## src/rtl/pwm_out.sv

```systemverilog
// pwm_out: gate-drive command generator for one H-bridge IGBT power unit.
//
// Produces registered gate commands for both legs from a 2-bit mode request.
// Dead time is inserted on every mode change, and a final guard stage keeps
// the upper and lower switch of a leg from ever being on together.
//
// Ports:
//   clk          system clock, rising edge
//   rst_n        asynchronous active-low reset
//   err_unit     unit fault, active-high
//   start_stop   1 = run, 0 = stop
//   igbt_control mode select: 00 off, 01 right-upper, 10 left-upper, 11 both uppers
//   RUDIN/RDDIN  right leg upper/lower gate command
//   LUDIN/LDDIN  left leg upper/lower gate command
//
// Optional feature (macro FAULT_LATCH_EN): a rising err_unit latches the
// fault until start_stop is dropped for at least one cycle or rst_n asserts.
// Without the macro the fault simply follows err_unit.

module pwm_out #(
    parameter int unsigned PWM_PERIOD  = 1000,
    parameter int unsigned PWM_DUTY    = 500,
    parameter int unsigned DEAD_CYCLES = 20
) (
    input  logic       clk,
    input  logic       rst_n,
    input  logic       err_unit,
    input  logic       start_stop,
    input  logic [1:0] igbt_control,
    output logic       RUDIN,
    output logic       RDDIN,
    output logic       LUDIN,
    output logic       LDDIN
);

    localparam int unsigned CNT_W  = 16;
    localparam int unsigned DEAD_W = 8;

    typedef enum logic {
        ST_RUN,
        ST_DEAD
    } state_t;

    state_t              state;
    logic [1:0]          cur_mode;
    logic [DEAD_W-1:0]   dead_cnt;
    logic [CNT_W-1:0]    pwm_cnt;

    logic fault;
    logic run;
    logic pwm;
    logic pat_ru;
    logic pat_rd;
    logic pat_lu;
    logic pat_ld;

`ifdef FAULT_LATCH_EN
    logic fault_latch;
    logic err_prev;

    // Fault latch: set on a rising err_unit, released by a stop command.
    always_ff @(posedge clk or negedge rst_n) begin
        if (!rst_n) begin
            fault_latch <= 1'b0;
            err_prev    <= 1'b0;
        end else begin
            fault_latch <= (fault_latch & start_stop) | (err_unit & ~err_prev);
            err_prev    <= err_unit;
        end
    end

    assign fault = err_unit | fault_latch;
`else
    assign fault = err_unit;
`endif

    assign run = start_stop & ~fault;
    assign pwm = 32'(pwm_cnt) < PWM_DUTY;

    // Gate pattern for the applied mode, before the shoot-through guard.
    always_comb begin
        pat_ru = 1'b0;
        pat_rd = 1'b0;
        pat_lu = 1'b0;
        pat_ld = 1'b0;
        case (cur_mode)
            2'b01: begin
                pat_ru = 1'b1;
                pat_ld = pwm;
            end
            2'b10: begin
                pat_lu = 1'b1;
                pat_rd = pwm;
            end
            2'b11: begin
                pat_ru = 1'b1;
                pat_lu = 1'b1;
            end
            default: ;
        endcase
    end

    // Mode sequencer, carrier counter and registered gate outputs.
    always_ff @(posedge clk or negedge rst_n) begin
        if (!rst_n) begin
            state    <= ST_RUN;
            cur_mode <= 2'b00;
            dead_cnt <= '0;
            pwm_cnt  <= '0;
            RUDIN    <= 1'b0;
            RDDIN    <= 1'b0;
            LUDIN    <= 1'b0;
            LDDIN    <= 1'b0;
        end else begin
            if (pwm_cnt == CNT_W'(PWM_PERIOD - 1)) begin
                pwm_cnt <= '0;
            end else begin
                pwm_cnt <= pwm_cnt + CNT_W'(1);
            end

            RUDIN <= 1'b0;
            RDDIN <= 1'b0;
            LUDIN <= 1'b0;
            LDDIN <= 1'b0;

            if (!run) begin
                // Stopped or faulted: park in mode 00 so a restart re-enters via dead time.
                state    <= ST_RUN;
                cur_mode <= 2'b00;
                dead_cnt <= DEAD_W'(DEAD_CYCLES);
            end else begin
                case (state)
                    ST_RUN: begin
                        if (igbt_control != cur_mode) begin
                            state    <= ST_DEAD;
                            dead_cnt <= DEAD_W'(DEAD_CYCLES);
                        end else begin
                            // Lower is forced off whenever its leg's upper is on.
                            RUDIN <= pat_ru;
                            RDDIN <= pat_rd & ~pat_ru;
                            LUDIN <= pat_lu;
                            LDDIN <= pat_ld & ~pat_lu;
                        end
                    end
                    ST_DEAD: begin
                        // Request is sampled only at expiry, so late changes still win.
                        if (dead_cnt == '0) begin
                            cur_mode <= igbt_control;
                            pwm_cnt  <= '0;
                            state    <= ST_RUN;
                        end else begin
                            dead_cnt <= dead_cnt - DEAD_W'(1);
                        end
                    end
                    default: state <= ST_RUN;
                endcase
            end
        end
    end

`ifndef SYNTHESIS
    a_no_shoot_right: assert property (@(posedge clk) disable iff (!rst_n) !(RUDIN && RDDIN));
    a_no_shoot_left:  assert property (@(posedge clk) disable iff (!rst_n) !(LUDIN && LDDIN));
`endif

endmodule

```

## config.mk

```make
export PLATFORM = sky130hd
export DESIGN_NAME = pwm_out
export DESIGN_NICKNAME = d
export VERILOG_FILES = /design/src/rtl/pwm_out.sv
export SDC_FILE = /design/constraint.sdc
export NUM_CORES = 1
export LEC_CHECK = 0
export ABC_AREA = 1
export CAP_MARGIN = 40
export CORE_AREA = 8 8 62 64
export CTS_CLUSTER_SIZE = 8
export DETAILED_ROUTE_END_ITERATION = 6
export DIE_AREA = 0 0 70 72
export PLACE_DENSITY = 0.84
export SLEW_MARGIN = 25
export SYNTH_ARGS = -nofsm -noshare
export SYNTH_HDL_FRONTEND = slang
export SYNTH_SLANG_ARGS = --single-unit
```

## constraint.sdc

```tcl
create_clock -name clk -period 2.75 [get_ports clk]
set_input_delay 0.55 -clock clk [delete_from_list [all_inputs] [get_ports clk]]
set_output_delay 0.55 -clock clk [all_outputs]
set_load 0.01 [all_outputs]
```

### Word-level counts from Yosys, hierarchy flattened

Cells that the tools add are included.

| word-level totals | value |
|---|---|
| flip-flop bits (word level) | 31 |
| input bits | 6 |
| output and inout bits | 4 |

| cells by class | value |
|---|---|
| add/subtract/negate cells | 2 |
| order comparisons | 1 |
| equality and inequality tests | 9 |
| mux-type cells | 31 |
| bitwise operators | 7 |
| reduce and logical (&&, ||, !) cells | 5 |

Operators by type and width:

| operator | number |
|---|---|
| 16-bit two-way mux | 4 |
| 8-bit two-way mux | 3 |
| 1-bit two-way mux | 19 |
| 16-bit by 1-bit adder with 16-bit output (second input constant) | 1 |
| 16-bit by 10-bit equality test with 1-bit output (second input constant) | 1 |
| 16-bit by 9-bit < comparator with 1-bit output (second input constant) | 1 |
| 8-bit case mux with 2 select lines | 1 |
| 8-bit logical NOT | 1 |
| 8-bit by 1-bit subtractor with 8-bit output (second input constant) | 1 |
| 2-bit two-way mux | 3 |
| 3-bit != test (second input constant) | 2 |
| 2-bit equality test (second input constant) | 2 |
| 1-bit inverter | 4 |
| 2-bit AND reduction | 2 |
| 2-bit OR reduction | 2 |
| 1-bit AND | 3 |
| 2-bit by 1-bit equality test with 1-bit output (second input constant) | 1 |
| 2-bit by 1-bit != test with 1-bit output (second input constant) | 1 |
| 2-bit != test | 1 |
| 2-bit != test (second input constant) | 1 |
| 1-bit case mux with 2 select lines | 1 |

### Logic depth before layout (Yosys ltp)

| logic depth | value |
|---|---|
| depth after elaboration | 8 |
| mapped depth | 10 |
| mapped depth without buffers | 10 |

### Worst setup path after synthesis

Ideal clock, no wire load.

| path | value |
|---|---|
| kind | register to register |
| from | register dead_cnt[0] |
| to | register dead_cnt[2] |
| library setup time | 0.125 ns |
| arrival | 1.348 ns |
| path slack | 1.277 ns |
| cell stages (with the launch flop) | 10 |
| path buffers | 0 |
| clock period less this slack | 1.473 ns |
| cells stage by stage | dfrtp_1 > inv_1 > ha_1 > inv_1 > nor3_4 > nand3_4 > nand2_4 > inv_4 > o21ai_0 > o21ai_1 |

| between the ends | value |
|---|---|
| word-level cells in the longest chain between the ends | 4 |
| elaborated cells on any way between the ends | 7 |
| classes of those cells | 1 x add/sub; 1 x eq/ne; 3 x mux; 2 x reduce/logical |

Ends and longest elaborated chain:

| what | line | RTL |
|---|---|---|
| from (decl) | 46 | `logic [DEAD_W-1:0] dead_cnt;` |
| from (signal assigned) | 130 | `dead_cnt <= DEAD_W'(DEAD_CYCLES);` |
| from (signal assigned) | 136 | `dead_cnt <= DEAD_W'(DEAD_CYCLES);` |
| from (signal assigned) | 152 | `dead_cnt <= dead_cnt - DEAD_W'(1);` |
| 8-bit by 1-bit subtractor with 8-bit output | 152 |  |
| 8-bit two-way mux | 147 | `if (dead_cnt == '0) begin` |
| 8-bit case mux with 2 select lines | 132 | `case (state)` |
| 8-bit two-way mux | 126 | `if (!run) begin` |

Several ways; a longest one is shown, not always the timed one. The select of a mux whose other input is x is not followed.
A chain may end at the register's enable or synchronous reset.

### Final worst setup path

| path | value |
|---|---|
| from | register RUDIN |
| to | output RUDIN |

RTL lines:

| what | line | RTL |
|---|---|---|
| from (decl) | 30 | `output logic RUDIN,` |
| from (signal assigned) | 139 | `RUDIN <= pat_ru;` |

No word-level cell between the ends.

==> out/metrics.cfg <==
[global_route]
grt-ovfl-total=0
antenna_found_initial=0
grt_pass1_vias=1444
gr-usage-all-layers_pct=14.4
grt_max_degree=32
grt_pass1_wl_mm=6.00

[synth]
synth_top_family_by_area=simple AND/OR/NAND/NOR gates
syn-instance-count=228
synthMuxAreaShare_pct=0
ys_seq_area_share_pct=45.0
synth_cell_types=26
syn-num-nets=236
ys.flop_type=dfrtp_1
syn_avg_cell_area_um2=7.56
netlist_area_um2=1720
yosys_warnings=0
synthAdderAreaFrac_pct=1.45
synth_simple_gate_area_share_pct=37.4
ys_ff_latch=31
synth_edf_count=0
synthArstFlopShare_pct=100
synth-xor-area-share_pct=2.03
synth_compound_area_share_pct=5.88

[worst_setup_path]
start_kind=flop
rr_worst_depth=7
required_ns=2.20
cp-end-kind=output pin
r2r_slack_ns=1.02
path_class=reg -> out
reg2reg_to=cur_mode[0]$_DFFE_PN0P_
cp_max_fo=1
cp_num_buf_inv=1
max_stage_delay_ns=0.53
cp_top_family=buffers and inverters
worstPathArrival_ns=1.20
r2r_start=dead_cnt[0]$_DFFE_PN0P_
cpMaxStageDelayCell=clkdlybuf4s50_1
crit_chain=clkdlybuf4s50_1

[min_path]
hp-class=reg -> reg
hp-start=pwm_cnt[0]$_DFF_PN0_
holdPathStages=1
min_to=pwm_cnt[0]$_DFF_PN0_

[drt]
drc=0
ant_nets=0
routed_wl_mm=3.41
drtIter0Drc=78
drt-pass1-iter-count=6
via_per_inst=5.42
wl_per_cell_um=12.2
vias=1512

[clocking]
htreeDepth=2
cts_setup_buffers=0
cts-resized-gates=0
clock_latency_ns=0.33
cts_inserted_buffers=5
cts.sinks=31
clk_path_buf_depth=2
cts_tree=yes
path_clk_slew_ns=0.10
ctsHoldBuffers=0
root_buffer=clkbuf_4

[timing]
fin_tns_setup_ns=0
hold_ws_ns=0.464
fmax_mhz=572
period_minus_slack_ns=1.75
drv_slew=0
slew_headroom_pct=74.3
setup_viol=0
worstMarginPinSlew_ns=0.382
finClkSkew_ns=0.0148
hold_viol=0
rsz0062_at_grt=false
min_period_over_period_pct=63.5

[floorplanning]
die_x_um=70
core_um2=2900
dieArea_um2=5040
chipHeight_um=72
start_util_pct=59.4
ios=10
rows=20

[placement]
hpwl_mm=2.54
portBuffers=9
dpl_cell_area_um2=1860
routabilityCongestion=0.888

[layout]
antenna_cells=0
design_area_um2=1950
syn_to_final_growth_pct=13.1
drive_gt1_share_pct=10.6
nNetsFinal=253

[power_and_ir_drop]
p_leak_nw=0.911
peakVddDrop_mv=0.547
p_per_area_nw_per_um2=566

[flow_run]
maxCapViolCount=0

[run_status]
status=complete, no violations

logic make-up (layout without fill, tap and decap cells):
| logic type | after synthesis | in the layout |
|---|---|---|
| flops | 31 | 31 |
| fa+ha+maj | 2 | 2 |
| compound gates | 19 | 19 |
| simple gates | 135 | 135 |
| buf+inv | 37 | 55 |
| xor+xnor | 4 | 4 |
where the power goes:
part	switching (mW)	internal (mW)
combinational	0.109	0.0615
sequential	0.0569	0.502
clock	0.159	0.215
total	0.325	0.779
state kept, by name, indices dropped and copies added, names as in the netlist:
register  flops
state         1
cur_mode      2
LUDIN         1
LDDIN         1
RUDIN         1
RDDIN         1
dead_cnt      8
pwm_cnt      16
area by class of cell:
class                           instances  area, um^2
Timing Repair Buffer                   10        97.6
Tap cell                               33        41.3
Clock inverter                          2        35.0
Inverter                               37         141
Sequential cell                        31         776
Multi-Input combinational cell        160         807
Fill cell                             259         953
Clock buffer                            6        51.3
stage by stage:
step                worst slack (ns)  util (%)  total power, mW  instances
floorplan                       1.28         -            0.682        228
global placement               0.775      64.2            0.727        271
detailed placement             0.743      64.2            0.734        271
CTS                            0.976      67.2             1.11        279
global route                   0.853      67.2             1.16        279
finish                          1.00      67.2             1.10        279
worst max path at each step:
stage | startpoint | end | slack (ns) | depth (start not counted)
floorplan | dead_cnt[0]$_DFFE_PN0P_ | dead_cnt[2]$_DFFE_PN0P_ | 1.28 | 9
global route | dead_cnt[0]$_DFFE_PN0P_ | cur_mode[0]$_DFFE_PN0P_ | 0.85 | 7
CTS | RDDIN$_DFF_PN0_ | RDDIN | 0.98 | 1
global placement | start_stop | dead_cnt[4]$_DFFE_PN0P_ | 0.77 | 8
detailed placement | start_stop | dead_cnt[4]$_DFFE_PN0P_ | 0.74 | 8
finish | RUDIN$_DFF_PN0_ | RUDIN | 1.00 | 1
synth_stat cells (2+ instances only):
master | n | area [um^2]
xor2_1 | 4 | 35.0
nor3b_1 | 3 | 22.5
nand4_1 | 7 | 43.8
nor3_1 | 5 | 25.0
nand2_1 | 48 | 180
ha_1 | 2 | 25.0
o22ai_1 | 3 | 18.8
a21oi_1 | 5 | 25.0
nor2_2 | 5 | 31.3
inv_2 | 3 | 11.3
dfrtp_1 | 31 | 776
nand3_1 | 22 | 110
nand2_4 | 2 | 22.5
o21ai_0 | 7 | 35.0
o21ai_1 | 3 | 15.0
nor2_1 | 37 | 139
inv_1 | 32 | 120
worst register-to-register path, stage by stage, from the launching register on:
cell and delay [ns]:
dfrtp_1 0.40, inv_1 0.10, ha_1 0.24, inv_1 0.12, nor3_4 0.18, nand2_1 0.10, o21ai_0 0.34, o22ai_1 0.13
placed cells by master, fill, tap and decap left out, types with 2 or more instances in the layout:
master           instances
nor3_1                   5
inv_1                   32
ha_1                     2
xor2_1                   4
clkdlybuf4s50_1          9
o22ai_1                  3
clkbuf_4                 5
nor2_2                   5
nor3b_1                  3
nor2_1                  37
nand2_4                  2
inv_2                    3
dfrtp_1                 31
a21oi_1                  5
nand2_1                 48
o21ai_0                  7
nand4_1                  7
nand3_1                 22
o21ai_1                  3
routing by layer:
metal / track usage, % / wire length (um)
met1: 15.1 / 1500
met2: 25.8 / 1710
met5: 0 / 0
met4: 7.37 / 42
met3: 4.23 / 155
Note: power is estimated with default switching activity, not from simulation.
